==> src/rtl/poly_taps_sequencer_pkg.sv <==
// Shared types and constants for the polynomial taps-programming sequencer.
package poly_taps_pkg;

    localparam int C_FP_DWIDTH    = 32;
    localparam int C_FLUSH_CYCLES = 2;

    typedef logic [C_FP_DWIDTH-1:0] float_t;

    typedef enum logic [1:0] {
        SM_IDLE,
        SM_FLUSH,
        SM_SEND,
        SM_WAIT_DONE
    } state_t;

    // One spare code above the last bank so an out-of-range bank can be requested and flagged.
    function automatic int bank_width(input int num_banks);
        return $clog2(num_banks + 1);
    endfunction

endpackage

==> src/rtl/poly_taps_sequencer_if.sv <==
// Taps-programming stream between the sequencer (master) and the polynomial estimator (slave).
interface poly_taps_sequencer_if;
    import poly_taps_pkg::*;

    float_t taps_prog_dout;
    logic   taps_prog_dout_valid;
    logic   taps_prog_dout_ready;
    logic   taps_prog_done;
    logic   est_enable;

    modport master (
        output taps_prog_dout, taps_prog_dout_valid, est_enable,
        input  taps_prog_dout_ready, taps_prog_done
    );

    modport slave (
        input  taps_prog_dout, taps_prog_dout_valid, est_enable,
        output taps_prog_dout_ready, taps_prog_done
    );
endinterface

==> src/rtl/poly_taps_bank_ram.sv <==
// Coefficient storage for all banks: one synchronous write port, one asynchronous read port.
module poly_taps_bank_ram
    import poly_taps_pkg::*;
#(
    parameter int G_DEPTH = 10,
    parameter int G_AW    = 4
) (
    input  logic            clk,
    input  logic            wr_en,
    input  logic [G_AW-1:0] wr_addr,
    input  float_t          wr_data,
    input  logic [G_AW-1:0] rd_addr,
    output float_t          rd_data
);

    float_t mem [G_DEPTH];

    always_ff @(posedge clk) begin
        if (wr_en) begin
            mem[wr_addr] <= wr_data;
        end
    end

    assign rd_data = mem[rd_addr];

endmodule

==> src/rtl/poly_taps_sequencer.sv <==
// Re-arms the polynomial estimator and streams one coefficient bank to it, tap[0]..tap[N-1].
// Optional stall timeout enabled by defining POLY_TAPS_TIMEOUT_EN.
module poly_taps_sequencer
    import poly_taps_pkg::*;
#(
    parameter int G_POLY_ORDER     = 5,
    parameter int G_NUM_BANKS      = 2,
    parameter int G_TIMEOUT_CYCLES = 1024
) (
    input  logic                                clk,
    input  logic                                reset_n,
    input  logic                                coef_wr_en,
    input  logic [bank_width(G_NUM_BANKS)-1:0]  coef_wr_bank,
    input  logic [7:0]                          coef_wr_addr,
    input  float_t                              coef_wr_data,
    output logic                                coef_wr_rejected,
    input  logic                                load_req,
    input  logic [bank_width(G_NUM_BANKS)-1:0]  load_bank,
    output logic                                busy,
    output logic                                load_done,
    output logic                                load_err,
    poly_taps_sequencer_if.master               taps
);

    localparam int C_BW    = bank_width(G_NUM_BANKS);
    localparam int C_DEPTH = G_NUM_BANKS * G_POLY_ORDER;
    localparam int C_AW    = (C_DEPTH > 1) ? $clog2(C_DEPTH) : 1;
    localparam int C_TW    = (G_POLY_ORDER > 1) ? $clog2(G_POLY_ORDER) : 1;
    localparam int C_FW    = (C_FLUSH_CYCLES > 1) ? $clog2(C_FLUSH_CYCLES) : 1;

    localparam logic [C_BW-1:0] C_NB         = C_BW'(G_NUM_BANKS);
    localparam logic [7:0]      C_NT         = 8'(G_POLY_ORDER);
    localparam logic [C_TW-1:0] C_LAST_TAP   = C_TW'(G_POLY_ORDER - 1);
    localparam logic [C_FW-1:0] C_FLUSH_LAST = C_FW'(C_FLUSH_CYCLES - 1);

    state_t          state, state_d;
    logic [C_BW-1:0] bank_q, bank_d;
    logic [C_TW-1:0] tap_idx, tap_d;
    logic [C_FW-1:0] flush_cnt, flush_d;
    logic            busy_d, en_q, en_d, valid_q, valid_d, done_d, err_d;
    float_t          dout_q, dout_d;
    logic            accept, wr_legal, ram_we;
    logic [C_AW-1:0] wr_addr, rd_addr;
    float_t          rd_data;
    int              rd_tap;

`ifdef POLY_TAPS_TIMEOUT_EN
    localparam int C_TMW = (G_TIMEOUT_CYCLES > 1) ? $clog2(G_TIMEOUT_CYCLES) : 1;
    localparam logic [C_TMW-1:0] C_TMO_LAST = C_TMW'(G_TIMEOUT_CYCLES - 1);
    logic [C_TMW-1:0] tmo_cnt, tmo_d;
    logic             stall;
`endif

    assign accept = valid_q && taps.taps_prog_dout_ready;

    // The bank being streamed is write-protected until the load finishes.
    assign wr_legal = (coef_wr_bank < C_NB) && (coef_wr_addr < C_NT)
                      && !((state != SM_IDLE) && (coef_wr_bank == bank_q));
    assign ram_we   = coef_wr_en && wr_legal;
    assign wr_addr  = C_AW'(int'(coef_wr_bank) * G_POLY_ORDER + int'(coef_wr_addr));

    // Prefetch the word after the one on dout so accepted beats can go back-to-back.
    always_comb begin
        rd_tap = 0;
        if (state == SM_SEND && tap_idx != C_LAST_TAP) begin
            rd_tap = int'(tap_idx) + 1;
        end
    end
    assign rd_addr = C_AW'(int'(bank_q) * G_POLY_ORDER + rd_tap);

    poly_taps_bank_ram #(
        .G_DEPTH (C_DEPTH),
        .G_AW    (C_AW)
    ) u_ram (
        .clk     (clk),
        .wr_en   (ram_we),
        .wr_addr (wr_addr),
        .wr_data (coef_wr_data),
        .rd_addr (rd_addr),
        .rd_data (rd_data)
    );

    always_comb begin
        state_d = state;
        bank_d  = bank_q;
        tap_d   = tap_idx;
        flush_d = flush_cnt;
        busy_d  = busy;
        en_d    = en_q;
        valid_d = valid_q;
        dout_d  = dout_q;
        done_d  = 1'b0;
        err_d   = 1'b0;
        case (state)
            SM_IDLE: begin
                if (load_req) begin
                    if (load_bank < C_NB) begin
                        bank_d  = load_bank;
                        busy_d  = 1'b1;
                        en_d    = 1'b0;
                        flush_d = '0;
                        state_d = SM_FLUSH;
                    end else begin
                        err_d = 1'b1;
                    end
                end
            end
            SM_FLUSH: begin
                if (flush_cnt == C_FLUSH_LAST) begin
                    en_d    = 1'b1;
                    tap_d   = '0;
                    valid_d = 1'b1;
                    dout_d  = rd_data;
                    state_d = SM_SEND;
                end else begin
                    flush_d = flush_cnt + 1'b1;
                end
            end
            SM_SEND: begin
                if (accept) begin
                    if (tap_idx == C_LAST_TAP) begin
                        valid_d = 1'b0;
                        state_d = SM_WAIT_DONE;
                    end else begin
                        tap_d  = tap_idx + 1'b1;
                        dout_d = rd_data;
                    end
                end
            end
            SM_WAIT_DONE: begin
                if (taps.taps_prog_done) begin
                    done_d  = 1'b1;
                    busy_d  = 1'b0;
                    state_d = SM_IDLE;
                end
            end
            default: state_d = SM_IDLE;
        endcase

`ifdef POLY_TAPS_TIMEOUT_EN
        stall = (state == SM_SEND && !accept)
                || (state == SM_WAIT_DONE && !taps.taps_prog_done);
        tmo_d = '0;
        if (stall) begin
            if (tmo_cnt == C_TMO_LAST) begin
                err_d   = 1'b1;
                en_d    = 1'b0;
                valid_d = 1'b0;
                busy_d  = 1'b0;
                state_d = SM_IDLE;
            end else begin
                tmo_d = tmo_cnt + 1'b1;
            end
        end
`endif
    end

    always_ff @(posedge clk or negedge reset_n) begin
        if (!reset_n) begin
            state            <= SM_IDLE;
            bank_q           <= '0;
            tap_idx          <= '0;
            flush_cnt        <= '0;
            busy             <= 1'b0;
            en_q             <= 1'b0;
            valid_q          <= 1'b0;
            dout_q           <= '0;
            load_done        <= 1'b0;
            load_err         <= 1'b0;
            coef_wr_rejected <= 1'b0;
`ifdef POLY_TAPS_TIMEOUT_EN
            tmo_cnt          <= '0;
`endif
        end else begin
            state            <= state_d;
            bank_q           <= bank_d;
            tap_idx          <= tap_d;
            flush_cnt        <= flush_d;
            busy             <= busy_d;
            en_q             <= en_d;
            valid_q          <= valid_d;
            dout_q           <= dout_d;
            load_done        <= done_d;
            load_err         <= err_d;
            coef_wr_rejected <= coef_wr_en && !wr_legal;
`ifdef POLY_TAPS_TIMEOUT_EN
            tmo_cnt          <= tmo_d;
`endif
        end
    end

    assign taps.taps_prog_dout       = dout_q;
    assign taps.taps_prog_dout_valid = valid_q;
    assign taps.est_enable           = en_q;

endmodule

==> src/flat_wrapper.sv <==
// flat-port wrapper written by rule: the top's interface ports become plain ports
module poly_taps_sequencer_flat import poly_taps_pkg::*;
#(
    parameter int G_POLY_ORDER     = 5,
    parameter int G_NUM_BANKS      = 2,
    parameter int G_TIMEOUT_CYCLES = 1024
)
  (clk, reset_n, coef_wr_en, coef_wr_bank, coef_wr_addr, coef_wr_data, coef_wr_rejected, load_req, load_bank, busy, load_done, load_err, taps_taps_prog_dout, taps_taps_prog_dout_valid, taps_est_enable, taps_taps_prog_dout_ready, taps_taps_prog_done);
  poly_taps_sequencer_if taps_i ();
  input  logic clk;
  input  logic reset_n;
  input  logic coef_wr_en;
  input  logic [bank_width(G_NUM_BANKS)-1:0] coef_wr_bank;
  input  logic [7:0] coef_wr_addr;
  input  float_t coef_wr_data;
  output logic coef_wr_rejected;
  input  logic load_req;
  input  logic [bank_width(G_NUM_BANKS)-1:0] load_bank;
  output logic busy;
  output logic load_done;
  output logic load_err;
  output wire logic [$bits(taps_i.taps_prog_dout)-1:0] taps_taps_prog_dout;
  output wire logic [$bits(taps_i.taps_prog_dout_valid)-1:0] taps_taps_prog_dout_valid;
  output wire logic [$bits(taps_i.est_enable)-1:0] taps_est_enable;
  input wire logic [$bits(taps_i.taps_prog_dout_ready)-1:0] taps_taps_prog_dout_ready;
  input wire logic [$bits(taps_i.taps_prog_done)-1:0] taps_taps_prog_done;
  assign taps_taps_prog_dout = taps_i.taps_prog_dout;
  assign taps_taps_prog_dout_valid = taps_i.taps_prog_dout_valid;
  assign taps_est_enable = taps_i.est_enable;
  assign taps_i.taps_prog_dout_ready = taps_taps_prog_dout_ready;
  assign taps_i.taps_prog_done = taps_taps_prog_done;
  poly_taps_sequencer #(.G_POLY_ORDER(G_POLY_ORDER), .G_NUM_BANKS(G_NUM_BANKS), .G_TIMEOUT_CYCLES(G_TIMEOUT_CYCLES)) u_core (.clk(clk), .reset_n(reset_n), .coef_wr_en(coef_wr_en), .coef_wr_bank(coef_wr_bank), .coef_wr_addr(coef_wr_addr), .coef_wr_data(coef_wr_data), .coef_wr_rejected(coef_wr_rejected), .load_req(load_req), .load_bank(load_bank), .busy(busy), .load_done(load_done), .load_err(load_err), .taps(taps_i));
endmodule
==> config.mk <==
export PLATFORM = sky130hd
export DESIGN_NAME = poly_taps_sequencer_flat
export DESIGN_NICKNAME = d
export VERILOG_FILES = /design/src/rtl/poly_taps_sequencer_pkg.sv /design/src/rtl/poly_taps_sequencer_if.sv /design/src/rtl/poly_taps_bank_ram.sv /design/src/rtl/poly_taps_sequencer.sv /design/src/flat_wrapper.sv
export SDC_FILE = /design/constraint.sdc
export NUM_CORES = 1
export LEC_CHECK = 0
export BUFFER_PORTS_ARGS = -buffer_cell sky130_fd_sc_hd__buf_2
export CAP_MARGIN = 20
export CORE_AREA = 2 2 167 169
export DETAILED_ROUTE_END_ITERATION = 12
export DIE_AREA = 0 0 169 171
export GPL_ROUTABILITY_DRIVEN = 0
export PLACE_DENSITY = 0.77
export SLEW_MARGIN = 40
export SYNTH_ARGS = -nofsm -noshare
export SYNTH_HDL_FRONTEND = slang
export SYNTH_SLANG_ARGS = --single-unit
export TNS_END_PERCENT = 50
==> constraint.sdc <==
create_clock -name clk -period 5.4 [get_ports clk]
set_input_delay 1.35 -clock clk [delete_from_list [all_inputs] [get_ports clk]]
set_output_delay 1.35 -clock clk [all_outputs]
set_load 0.02 [all_outputs]
-- Word level (Yosys, flattened, before mapping)
Memory sizes are Yosys's and may differ from the RTL's.
Cells that the tools add are included.
- $add $sub $neg: 5
- multiply operators: 2
- order comparisons: 3
- eq/ne operators: 13
- multiplexer cells: 36
- reduce and logical (&&, ||, !) cells: 21
- operators with widths (kind ; count):
    32-bit two-way mux ; 3
    32-bit one-hot mux with 2 select lines ; 1
    1-bit two-way mux ; 16
    4-bit AND reduction ; 4
    2-bit two-way mux ; 6
    3-bit two-way mux ; 3
    4-bit adder ; 2
    8-bit by 3-bit less-than comparator with 1-bit output, second input constant ; 1
    2-bit by 3-bit multiplier with 4-bit output, second input constant ; 2
    2-bit != test, second input constant ; 4
    1-bit one-hot mux with 2 select lines ; 4
    2-bit one-hot mux with 4 select lines ; 1
    2-bit nonzero test ; 4
    1-bit logical AND ; 7
    2-bit by 1-bit != test with 1-bit output, second input constant ; 3
    3-bit one-hot mux with 2 select lines ; 1
    3-bit AND reduction ; 2
    6-bit AND reduction ; 1
    3-bit by 1-bit adder with 4-bit output, second input constant ; 1
    2-bit == test, second input constant ; 2
    2-bit less-than comparator, second input constant ; 2
    4-bit two-way mux ; 1
    3-bit by 1-bit adder with 3-bit output, second input constant ; 1
    3-bit == test, second input constant ; 1
    6 further kinds ; 7
- register bits: 46
- RAM bits: 320
- output and inout port bits: 38
- logic and storage cells: 92
- memories kept: 1
- memories (memory ; depth ; bits a word ; rd ports ; clocked after memory_dff ; write ports ; RTL line ; text):
    u_core.u_ram.mem ; 10 ; 32 ; 1 ; 0 ; 1 ; poly_taps_bank_ram.sv:16 ; float_t mem [G_DEPTH];

-- Depth between registers and ports, before layout
An unclocked memory read counts as a cell.
- depth in word-level cells: 8
- mapped depth: 14
- gate-level depth less buffers: 12

-- Modules after synthesis
A second synthesis with hierarchy kept.
- cells, all modules: 830
- area total of the unflattened synthesis: 15005.6 um^2
- modules (own cells, without submodules) (module ; times used ; cells each ; area each (um^2) ; sequential area each (um^2)):
    poly_taps_bank_ram ; 1 ; 666 ; 12649.6 ; 9609.2
    poly_taps_sequencer ; 1 ; 164 ; 2356.0 ; 1151.1

-- Worst setup path after synthesis
OpenSTA, ideal clock, no wires.
- path type: in2reg
- start: in coef_wr_bank[1]
- end: mem u_core.u_ram.mem[8][0] (netlist bit) (enable)
- data arrival time: 5.914 ns
- data required time: 4.887 ns
- path slack: -1.027 ns
- cell stages on the path: 7
- path buffers: 0
- cell sequence: ha_1 -> ha_1 -> inv_1 -> fa_1 -> xor2_1 -> xnor2_1 -> nor4b_1
- cells in the longest elaborated chain, start to end: 7
- elaborated cells between the ends (all ways): 11
- RTL lines (what ; RTL line ; text):
    from (decl) ; flat_wrapper.sv:13 ; input logic [bank_width(G_NUM_BANKS)-1:0] coef_wr_bank;
    parallel branches: the longest is 7 deep, another holds 2-bit by 3-bit multiplier with 4-bit output ; - ;
    to (decl) ; poly_taps_bank_ram.sv:16 ;
Parallel ways; which one is timed is not known.

-- Final worst setup path
- start: reg u_core.state[0]
- end: reg u_core.dout_q[10] (netlist: u_core.taps.taps_prog_dout[10])
- cells in the longest elaborated chain, start to end: 8
- elaborated cells between the ends (all ways): 15
- RTL lines (what ; RTL line ; text):
    from (decl) ; poly_taps_sequencer.sv:36 ; state_t state, state_d;
    from (signal assigned) ; poly_taps_sequencer.sv:175 ; state <= state_d;
    2-bit == test ; poly_taps_sequencer.sv:65, poly_taps_sequencer.sv:94 ;
    1-bit logical AND ; poly_taps_sequencer.sv:65 ; if (state == SM_SEND && tap_idx != C_LAST_TAP) begin
    4-bit two-way mux ; poly_taps_sequencer.sv:65 ;
    4-bit adder ; poly_taps_sequencer.sv:69 ; assign rd_addr = C_AW'(int'(bank_q) * G_POLY_ORDER + rd_tap);
    memory read 10 x 32 bit ; - ;
    32-bit two-way mux ; poly_taps_sequencer.sv:121 ; if (tap_idx == C_LAST_TAP) begin
    32-bit two-way mux ; poly_taps_sequencer.sv:120 ; if (accept) begin
    32-bit one-hot mux with 2 select lines ; poly_taps_sequencer.sv:94 ; case (state)
    to (signal assigned) ; poly_taps_sequencer.sv:182 ; dout_q <= dout_d;
    to (decl) ; poly_taps_sequencer.sv:41 ; float_t dout_q, dout_d;
Parallel ways exist; a longest one is shown, timed or not. The select of a mux whose other input is x is not followed.
A chain may end at the register's enable or synchronous reset.

==> impl_metrics.ini <==
[route]
first_iter_violations = 620
wirelength_um = 30280
final_antenna_net_count = 0
avgRoutedWirePerCell_um = 24.01
drtPass1Iterations = 5
drc = 0
vias = 7591
via_per_inst = 6.020

[final_layout]
nFillCells = 1850
finish.instance_area_um2 = 17010
antenna_cells = 0
multi_input_area_um2 = 3805
final_common_cell = edfxtp_1
synthToLayoutAreaGrowth_pct = 15.73
final_net_count = 952
seqCellArea_um2 = 10760
drive_above_1_share_pct = 30.27
final_cell_mix = edfxtp_1, buf_2, mux2i_1, mux4_2, dfrtp_1

[sta]
drv_slew = 0
slew_headroom_pct = 50.26
setup_viol = 0
finalClockSkew_ps = 10.99
worstMarginPinSlew_ps = 746.0
fmax_mhz = 247.8
worst_slack_ps = 1364
whs_ps = 532.0
hold_violations = 0
finalCritPeriodShare_pct = 74.73
setup_tns_ps = 0
period_needed_ps = 4036
grt_setup_unrepaired = no

[grt]
gr-total-overflow = 0
antenna_found_initial = 0
met3_usage_pct = 4.303
grt_use_met2_pct = 37.62
grtUsageMet1_pct = 27.62
grt_pass1_vias = 8102
grt_busiest_layer = met2
grt_max_degree = 69
grtUsageTotal_pct = 21.63
grt_pass1_wl_um = 46810

[logic_synthesis]
synthFlopType = edfxtp_1
yosys-top-cells-area = edfxtp_1, mux4_2, dfrtp_1
synth_seq_cells = 366
seq_area_frac_synth_pct = 73.22
netlist_area_um2 = 14700
synthArstFlopShare_pct = 12.57
synth_top_cell_by_area = edfxtp_1
synth_edf_count = 320
netlist.area_leader.share_pct = 65.39
synth_cell_types = 42
synth_fp_nets = 847
synthCells = 781
avgSynthCellArea_um2 = 18.82
yosysWarnings = 0

[setup_path]
arrival_ps = 4420
worstSetupEndpointType = flop
cp-start-kind = flop
crit_type = reg2reg
crit_chain = inv_1, ha_1, nand2_1, nor2_1, ha_4, ha_4, inv_1, fa_2, xnor3_1, nand3_1, buf_4, a211o_2, buf_4, o211ai_2
cpPeakStageDelay_ps = 640
cp_max_fo = 33
critical_path_required_ps = 5780
cp_slowest_cell = a211o_2

[floorplan]
die_h_um = 171
die_x_um = 169
placementRows = 61
fp.coreArea_um2 = 27320
ioPinCount = 88
initial_core_util_pct = 53.78
dieArea_um2 = 28900

[clock_tree]
post-cts-setup-buffers = 0
clockBufferDepth = 3
clkSlewWorstSetupHoldPaths_ps = 60
holdBufCountCts = 0
cts_resized = 0
cts-htree-levels = 2
cts_tree = done
clock_latency_ps = 520
cts_made_buffers = 37
cts_root_buffer = clkbuf_16
clock_sinks = 366

[job]
maxCapViolations = 0

[pwr]
p_leak_nw = 5.952
p_per_area_nw_per_um2 = 546.2
ir_drop_mv = 0.4180
power_mw = 9.289

[placed_design]
pre_cts_ws_ps = 845.3
post_dp_cell_area_um2 = 15720
dp_hpwl_um = 17550
port_buffers = 87

[worst_hold_path]
min_path_type = reg2reg

[run_status]
status = finished clean
-- final cells by class --
| cell class | instances | area share (%) |
|---|---|---|
| clock buffer | 49 | 5.959 |
| clock inverter | 19 | 1.604 |
| inverter | 13 | 0.2869 |
| multi-input combinational | 356 | 22.37 |
| sequential | 366 | 63.27 |
| tap | 346 | 2.546 |
| timing repair buffer | 112 | 3.958 |
-- state kept, by name, indices dropped and copies added, names as in the netlist --
signal and flops:
u_core.bank_q 2, u_core.busy 1, u_core.coef_wr_rejected 1, u_core.flush_cnt 1, u_core.load_done 1, u_core.load_err 1, u_core.state 2, u_core.tap_idx 3
u_core.taps.est_enable 1, u_core.taps.taps_prog_dout 32, u_core.taps.taps_prog_dout_valid 1, u_core.u_ram.mem 320
-- cell families after synthesis --
kind of cell / count (synthesis) / share of synthesized area, %
muxes: 132 / 14.46
adders and majority gates: 16 / 1.464
and+or+nand+nor: 115 / 3.959
xor gates and xnor gates: 5 / 0.3917
buffers and inverters: 59 / 1.754
DFF: 366 / 73.22
AOI/OAI and AO/OA: 88 / 4.751
-- path summary, 6_finish.rpt --
path | from | to | slack, ps | depth (start not counted)
setup reg to reg | u_core.state[0]$_DFFE_PN0P_ | u_core.taps.taps_prog_dout[10]$_DFFE_PN0P_ | 1360 | 14
setup / recovery | u_core.state[0]$_DFFE_PN0P_ | u_core.taps.taps_prog_dout[10]$_DFFE_PN0P_ | 1360 | 14
hold / removal | u_core.taps.taps_prog_dout[30]$_DFFE_PN0P_ | u_core.taps.taps_prog_dout[30]$_DFFE_PN0P_ | 530 | 2
hold reg to reg | u_core.taps.taps_prog_dout[30]$_DFFE_PN0P_ | u_core.taps.taps_prog_dout[30]$_DFFE_PN0P_ | 530 | 2
max in group asynchronous | reset_n | u_core.taps.taps_prog_dout[13]$_DFFE_PN0P_ | 3970 | 2
min in group asynchronous | reset_n | u_core.busy$_DFFE_PN0P_ | 970 | 2
-- metrics by stage --
stage               cells  util [%]
global placement     1192     57.46
finish               1261     62.24
CTS                  1261     62.24
detailed placement   1193     57.53
floorplan             781         -
global route         1261     62.24
-- report_power, final --
| group | internal [mW] | total (mW) | switching, mW |
|---|---|---|---|
| Combinational | 1.41 | 3.26 | 1.85 |
| Sequential | 3.25 | 3.34 | 0.0973 |
| Clock | 1.66 | 2.69 | 1.03 |
| Total | 6.32 | 9.29 | 2.97 |
-- critical path, delay by kind of cell (launching register included) --
| kind | cells | cell delay, ps |
|---|---|---|
| buffers and inverters | 4 | 990 |
| flip-flops | 1 | 400 |
| adder cells (fa/ha/maj) | 4 | 1060 |
| AND/OR/NAND/NOR | 3 | 440 |
| AO/OA/AOI/OAI | 2 | 770 |
| XOR/XNOR | 1 | 220 |
-- per-layer routing --
layer,vias up,routed length (µm)
met5,-,0
met4,0,756
met3,52,1683
met2,262,15470
met1,3908,12370
li1,3369,-
-- synth_stat cells (2+ instances only) --
cell	count
nand3_1	2
clkbuf_1	30
buf_1	2
edfxtp_1	320
and2_1	2
o21ai_0	37
o211ai_2	30
fa_1	2
mux2_1	2
mux4_2	64
o211ai_1	2
nand2_1	12
dfrtp_1	46
nor3_1	5
nor2_1	43
o21ai_1	7
xnor2_1	2
ha_1	14
mux2i_1	66
a21oi_1	4
nand4_1	33
nor2b_1	6
a211o_1	2
xor2_1	2
buf_6	3
and3_1	2
nand2b_1	3
inv_1	13
nor4_1	2
buf_2	11
(Power assumes the default switching activity.)
